## src/rtl/reg_file_mp.sv

```systemverilog
// -----------------------------------------------------------------------------
// reg_file_mp
//   Multi-port register file with a per-register busy scoreboard.
//   Two write ports: A = early/ALU writeback, B = late/memory writeback.
//   NREAD combinational read ports. Register 0 is hardwired to zero.
//   An accepted issue marks its destination busy. A port B write with
//   wb_clr clears that busy bit.
//
// Optional feature (macro REG_FILE_MP_BYPASS_EN):
//   When defined, same-cycle write data is forwarded to the read ports
//   (priority A, then B, then stored). A same-cycle port B clear is also
//   seen by rd_busy and iss_ready, so issue can follow writeback with no
//   bubble. When undefined, reads see only registered state.
//
// Ports:
//   clk        rising-edge clock
//   rst        asynchronous active-low reset
//   rd_addr    NREAD read addresses, port i at [i*AW +: AW]
//   rd_data    NREAD read data,      port i at [i*WIDTH +: WIDTH]
//   rd_busy    busy flag of each read port's register
//   wa_*       write port A (we/addr/data)
//   wb_*       write port B (we/addr/data), wb_clr clears busy with wb_we
//   iss_valid  issue request for iss_addr
//   iss_addr   destination register of a long-latency instruction
//   iss_ready  iss_addr is free (or is r0)
//   busy_any   OR of all busy bits
// -----------------------------------------------------------------------------
module reg_file_mp #(
  parameter int WIDTH = 32,
  parameter int NREGS = 32,
  parameter int NREAD = 2,
  localparam int AW   = $clog2(NREGS)
) (
  input  logic                   clk,
  input  logic                   rst,
  input  logic [NREAD*AW-1:0]    rd_addr,
  output logic [NREAD*WIDTH-1:0] rd_data,
  output logic [NREAD-1:0]       rd_busy,
  input  logic                   wa_we,
  input  logic [AW-1:0]          wa_addr,
  input  logic [WIDTH-1:0]       wa_data,
  input  logic                   wb_we,
  input  logic [AW-1:0]          wb_addr,
  input  logic [WIDTH-1:0]       wb_data,
  input  logic                   wb_clr,
  input  logic                   iss_valid,
  input  logic [AW-1:0]          iss_addr,
  output logic                   iss_ready,
  output logic                   busy_any
);

  logic [WIDTH-1:0] regs_q [NREGS];
  logic [WIDTH-1:0] regs_d [NREGS];
  logic [NREGS-1:0] busy_q;
  logic [NREGS-1:0] busy_d;

  logic             wb_clr_v;
  logic             iss_accept;
  logic [AW-1:0]    ra [NREAD];

  assign wb_clr_v = wb_we && wb_clr;

  // iss_ready looks at the registered busy bit. With bypass, a clear in the
  // same cycle also frees the register.
  always_comb begin
    iss_ready = (iss_addr == '0) || !busy_q[iss_addr];
`ifdef REG_FILE_MP_BYPASS_EN
    if (wb_clr_v && (wb_addr == iss_addr)) iss_ready = 1'b1;
`endif
  end

  assign iss_accept = iss_valid && iss_ready;
  assign busy_any   = |busy_q;

  // Next-state: port A wins data on a collision. The busy set is applied
  // after the clear so that a simultaneous issue keeps the register busy.
  // Index 0 is never written, which keeps r0 and busy[0] at zero.
  always_comb begin
    regs_d = regs_q;
    busy_d = busy_q;
    for (int i = 1; i < NREGS; i++) begin
      if (wa_we && (wa_addr == AW'(i)))
        regs_d[i] = wa_data;
      else if (wb_we && (wb_addr == AW'(i)))
        regs_d[i] = wb_data;
      if (wb_clr_v && (wb_addr == AW'(i)))
        busy_d[i] = 1'b0;
      if (iss_accept && (iss_addr == AW'(i)))
        busy_d[i] = 1'b1;
    end
  end

  always_ff @(posedge clk or negedge rst) begin
    if (!rst) begin
      for (int i = 0; i < NREGS; i++) regs_q[i] <= '0;
      busy_q <= '0;
    end else begin
      for (int i = 0; i < NREGS; i++) regs_q[i] <= regs_d[i];
      busy_q <= busy_d;
    end
  end

  // Read ports
  always_comb begin
    rd_data = '0;
    rd_busy = '0;
    for (int p = 0; p < NREAD; p++) begin
      ra[p] = rd_addr[p*AW +: AW];
      rd_data[p*WIDTH +: WIDTH] = regs_q[ra[p]];
      rd_busy[p]                = busy_q[ra[p]];
`ifdef REG_FILE_MP_BYPASS_EN
      if (wa_we && (wa_addr == ra[p]))
        rd_data[p*WIDTH +: WIDTH] = wa_data;
      else if (wb_we && (wb_addr == ra[p]))
        rd_data[p*WIDTH +: WIDTH] = wb_data;
      if (wb_clr_v && (wb_addr == ra[p]))
        rd_busy[p] = 1'b0;
`endif
      if (ra[p] == '0) begin
        rd_data[p*WIDTH +: WIDTH] = '0;
        rd_busy[p]                = 1'b0;
      end
      // Forwarded write data must not leak out while reset is held.
      if (!rst) begin
        rd_data[p*WIDTH +: WIDTH] = '0;
        rd_busy[p]                = 1'b0;
      end
    end
  end

endmodule
```

## config.mk

```make
export PLATFORM = sky130hd
export DESIGN_NAME = reg_file_mp
export DESIGN_NICKNAME = d
export VERILOG_FILES = /design/src/rtl/reg_file_mp.sv
export SDC_FILE = /design/constraint.sdc
export NUM_CORES = 2
export LEC_CHECK = 0
export CAP_MARGIN = 20
export CORE_MARGIN = 2
export CORE_UTILIZATION = 60
export DETAILED_ROUTE_END_ITERATION = 6
export PLACE_DENSITY_LB_ADDON = 0.25
export SLEW_MARGIN = 20
export SYNTH_ARGS = -nofsm -noshare
export SYNTH_HDL_FRONTEND = slang
export SYNTH_SLANG_ARGS = --single-unit
```

## constraint.sdc

```tcl
create_clock -name clk -period 2.9 [get_ports clk]
set_clock_uncertainty 0.2 [all_clocks]
set_input_delay 0.435 -clock clk [delete_from_list [all_inputs] [get_ports clk]]
set_output_delay 0.435 -clock clk [all_outputs]
set_load 0.05 [all_outputs]
```

==> results.toml <==
[run_status]
result_of_the_run = "finished with violations"
failing_checks = "DRC, setup timing"

[synth]
synth-async-reset-ratio_pct = 100
synth_cell_area_um2 = 65800
synth_seq_cells = 1023
post_synth_num_cell_types = 88
ys_dominant_reg_cell = "sky130_fd_sc_hd__dfrtp_1"
synth_seq_area_share_pct = 38.9
synth.net_count = 6427
synth.avg_cell_area_um2 = 10.4
synth_edf_count = 0
yosysWarnings = 0
synth_cells = 6332

[clocking]
cts.sinks = 1023
path_clk_slew_ps = 60
cts_inserted_buffers = 113
cts.path.max_buffers = 3
clock-root-buffer = "sky130_fd_sc_hd__clkbuf_16"
htree_num_levels = 3
cts_tree = "built"
clock_latency_ps = 740

[cells_and_area]
final_layout_size_suffix_gt1_share_pct = 26.5
nets = 6754
layout.cells.most_common = "sky130_fd_sc_hd__mux2i_1"
final_design_area_no_fill_um2 = 81000
layout-area-overhead-vs-synth_pct = 23.1
layout.cells.most_common_list = "sky130_fd_sc_hd__mux2i_1 (1,192), sky130_fd_sc_hd__dfrtp_1 (1,018), sky130_fd_sc_hd__nor2_1 (882), sky130_fd_sc_hd__a21oi_1 (867), sky130_fd_sc_hd__buf_4 (552)"

[worst_setup_path]
path_delay_family = "compound AO/OA/AOI/OAI gates"
crit_chain = "mux2_2, a221oi_4, nor3_1, a221oi_1, buf_4, o32ai_4, buf_12"
crit_fanout = 3
crit_buf_inv = 2
crit-reg2reg-launch = "busy_q[7]"
start_kind = "register"
worst_path_max_delay_cell = "sky130_fd_sc_hd__dfrtp_1"
rrSetupSlack_ps = 890
cp.required_ps = 2270
worst-endpoint-arrival_ps = 2570
worst-setup-path-type = "register to output port"
worstReg2RegEnd = "busy_q[6]"
endpoint_kind = "output port"
timing.critical_path.slowest_cell_delay_ps = 390
worst_r2r_path_depth = 3

[hold_path]
worst_hold_path_type = "input pin to async pin"

[power]
leakagePower_nw = 35.8
cellPowerDensity_nw_per_um2 = 667
seq_power_share_pct = 40.5
vdd.ir_drop.worst_mv = 0.509
netSwitchingFraction_pct = 33.7
design_internal_power_mw = 35.8
combPwrFrac_pct = 30.5
pwr-share-clk_pct = 29.1
p_switching_mw = 18.2

[global_route]
grt_pass1_wl_um = 412000
groute.layer.met3.usage_pct = 21.4
largest_net_degree_at_the_start_of_global_routing = 143
routing_layer_with_the_top_usage_in_global_route = "met2"
grtUsageTotal_pct = 50.4
grt_antenna_before_repair = 13
grt_util_met2_pct = 68.7
globalRouteMet1Util_pct = 61.2
first_global_vias = 60500
gr-total-overflow = 0

[sta]
post-route-min-period_ps = 3210
hold_viol_final = 0
max_freq_mhz = 312
tightest_slew_ps = 1120
rsz0062_at_grt = "yes"
worst_slack_ps = -309
timing_max_transition_violations_final = 0
hold_ws_ps = 30.0
portion_of_the_clock_cycle_consumed_by_the_worst_path_in_the_final_layout_pct = 111
worst_rel_slew_slack_pct = 25.4
setup_viol_count_final = 68

[placed_design]
post-dp-hpwl_um = 176000
dp_slack_ps = -349
io_buffer_count = 162
gp_congestion = 0.994
postPlaceCellArea_um2 = 74500

[die]
fp.coreArea_um2 = 109000
rows = 121
dieArea_um2 = 112000
floorplan.io_pins = 163
die_h_um = 335
die_x_um = 335
initial_utilization_pct = 60.4

[run]
drv_cap = 0

[routing]
drt_first_iter_violations = 9912
via_count = 61600
post_drt_wl_per_cell_um = 35.0
remaining_drc_errors = 6
detail_route.vias_per_cell = 7.54
postRouteAntennaNets = 0
wirelength_um = 286000
first_pass_iters = 7
==> tightest hold or removal path, delay by kind of cell <==
kind | cells | cell delay, ps
buffers and inverters | 3 | 1100
==> power groups by stage <==
stage	combinational, mW	sequential [mW]	clock (mW)
5_1_grt	17.5	22.1	16.2
2_1_floorplan	10.1	20.4	0
3_5_place_dp	14.4	21.7	0
6_report	16.5	21.8	15.7
3_3_place_gp	13.9	21.4	0
4_1_cts	15.6	21.5	15.6
==> area by class of cell <==
cell class,count,area (um2)
Timing Repair Buffer,941,11000
Multi-Input combinational cell,4572,38600
Fill cell,7317,27900
Clock buffer,163,3340
Antenna cell,10,25.0
Clock inverter,39,604
Inverter,8,30.0
Sequential cell,1023,25600
Tap cell,1414,1770
==> stage by stage <==
step / setup TNS [ps] / utilization [%] / total power [mW] / std cells
3_5_place_dp: -11140 / 68.5 / 36.1 / 7816
4_1_cts: -8700 / 73.7 / 52.7 / 8125
3_3_place_gp: -9720 / 68.5 / 35.3 / 7816
2_1_floorplan: -275 / - / 30.6 / 6332
5_1_grt: -12450 / 74.4 / 55.7 / 8161
6_report: -10720 / 74.4 / 54.0 / 8170
==> worst max path at each step <==
stage | start | end | slack [ps] | depth (start not counted)
3_3_place_gp | rd_addr[6] | rd_data[45] | -370 | 12
2_1_floorplan | rd_addr[0] | rd_data[12] | -280 | 7
4_1_cts | regs_q[282] | rd_data[26] | -260 | 5
6_report | regs_q[979] | rd_data[19] | -310 | 7
5_1_grt | regs_q[659] | rd_data[19] | -370 | 7
3_5_place_dp | rd_addr[6] | rd_data[45] | -350 | 12
==> layer usage <==
metal  vias to the layer above  wire length (um)
met2                      5787            116000
met4                        16             30300
met3                      1917             44800
met1                     29900             94800
li1                      24000                 -
met5                         -               211
==> state kept, by name, indices dropped and copies added (netlist names) <==
name,flops
regs_q,992
busy_q,31
==> kinds of logic after synthesis <==
kind of cell    count (synthesis)  synth area share, %
mux                          1665                 33.0
compound gates               1547                 13.7
simple gates                 1360                 8.59
flops                        1023                 38.9
buf+inv                       737                 5.78
==> cell usage after synthesis (all sizes together), types with 6 or more instances <==
cell | instances | share of area, %
a2111oi | 8 | 0.11
a211oi | 18 | 0.21
a21oi | 876 | 6.7
a221o | 7 | 0.11
a221oi | 102 | 1.4
a22o | 19 | 0.25
a22oi | 49 | 0.56
a31oi | 20 | 0.19
a41oi | 13 | 0.17
and2 | 15 | 0.15
buf | 324 | 3.0
clkbuf | 404 | 2.7
dfrtp | 1023 | 39
inv | 7 | 0.040
mux2 | 91 | 1.6
mux2i | 1203 | 18
mux4 | 371 | 13
nand2 | 272 | 1.6
nand2b | 19 | 0.18
nand3 | 22 | 0.17
nand3b | 8 | 0.11
nand4 | 10 | 0.11
nor2 | 902 | 5.2
nor2b | 26 | 0.25
nor3 | 34 | 0.33
nor4 | 15 | 0.14
o211ai | 6 | 0.068
o21a | 8 | 0.091
o21ai | 294 | 2.3
o21bai | 6 | 0.068
o221ai | 10 | 0.13
o22ai | 53 | 0.56
o31a | 9 | 0.12
o31ai | 15 | 0.19
o32ai | 6 | 0.080
or3 | 8 | 0.076
==> repair_timing <==
action	CTS	global route
gates resized for setup	229	92
pin swaps	115	46
cloned	3	2
hold endpoints to repair	174	0
hold buffers	4	0
setup endpoints to repair	67	68
buffers inserted	114	33
Power figures use the tool's default switching activity.
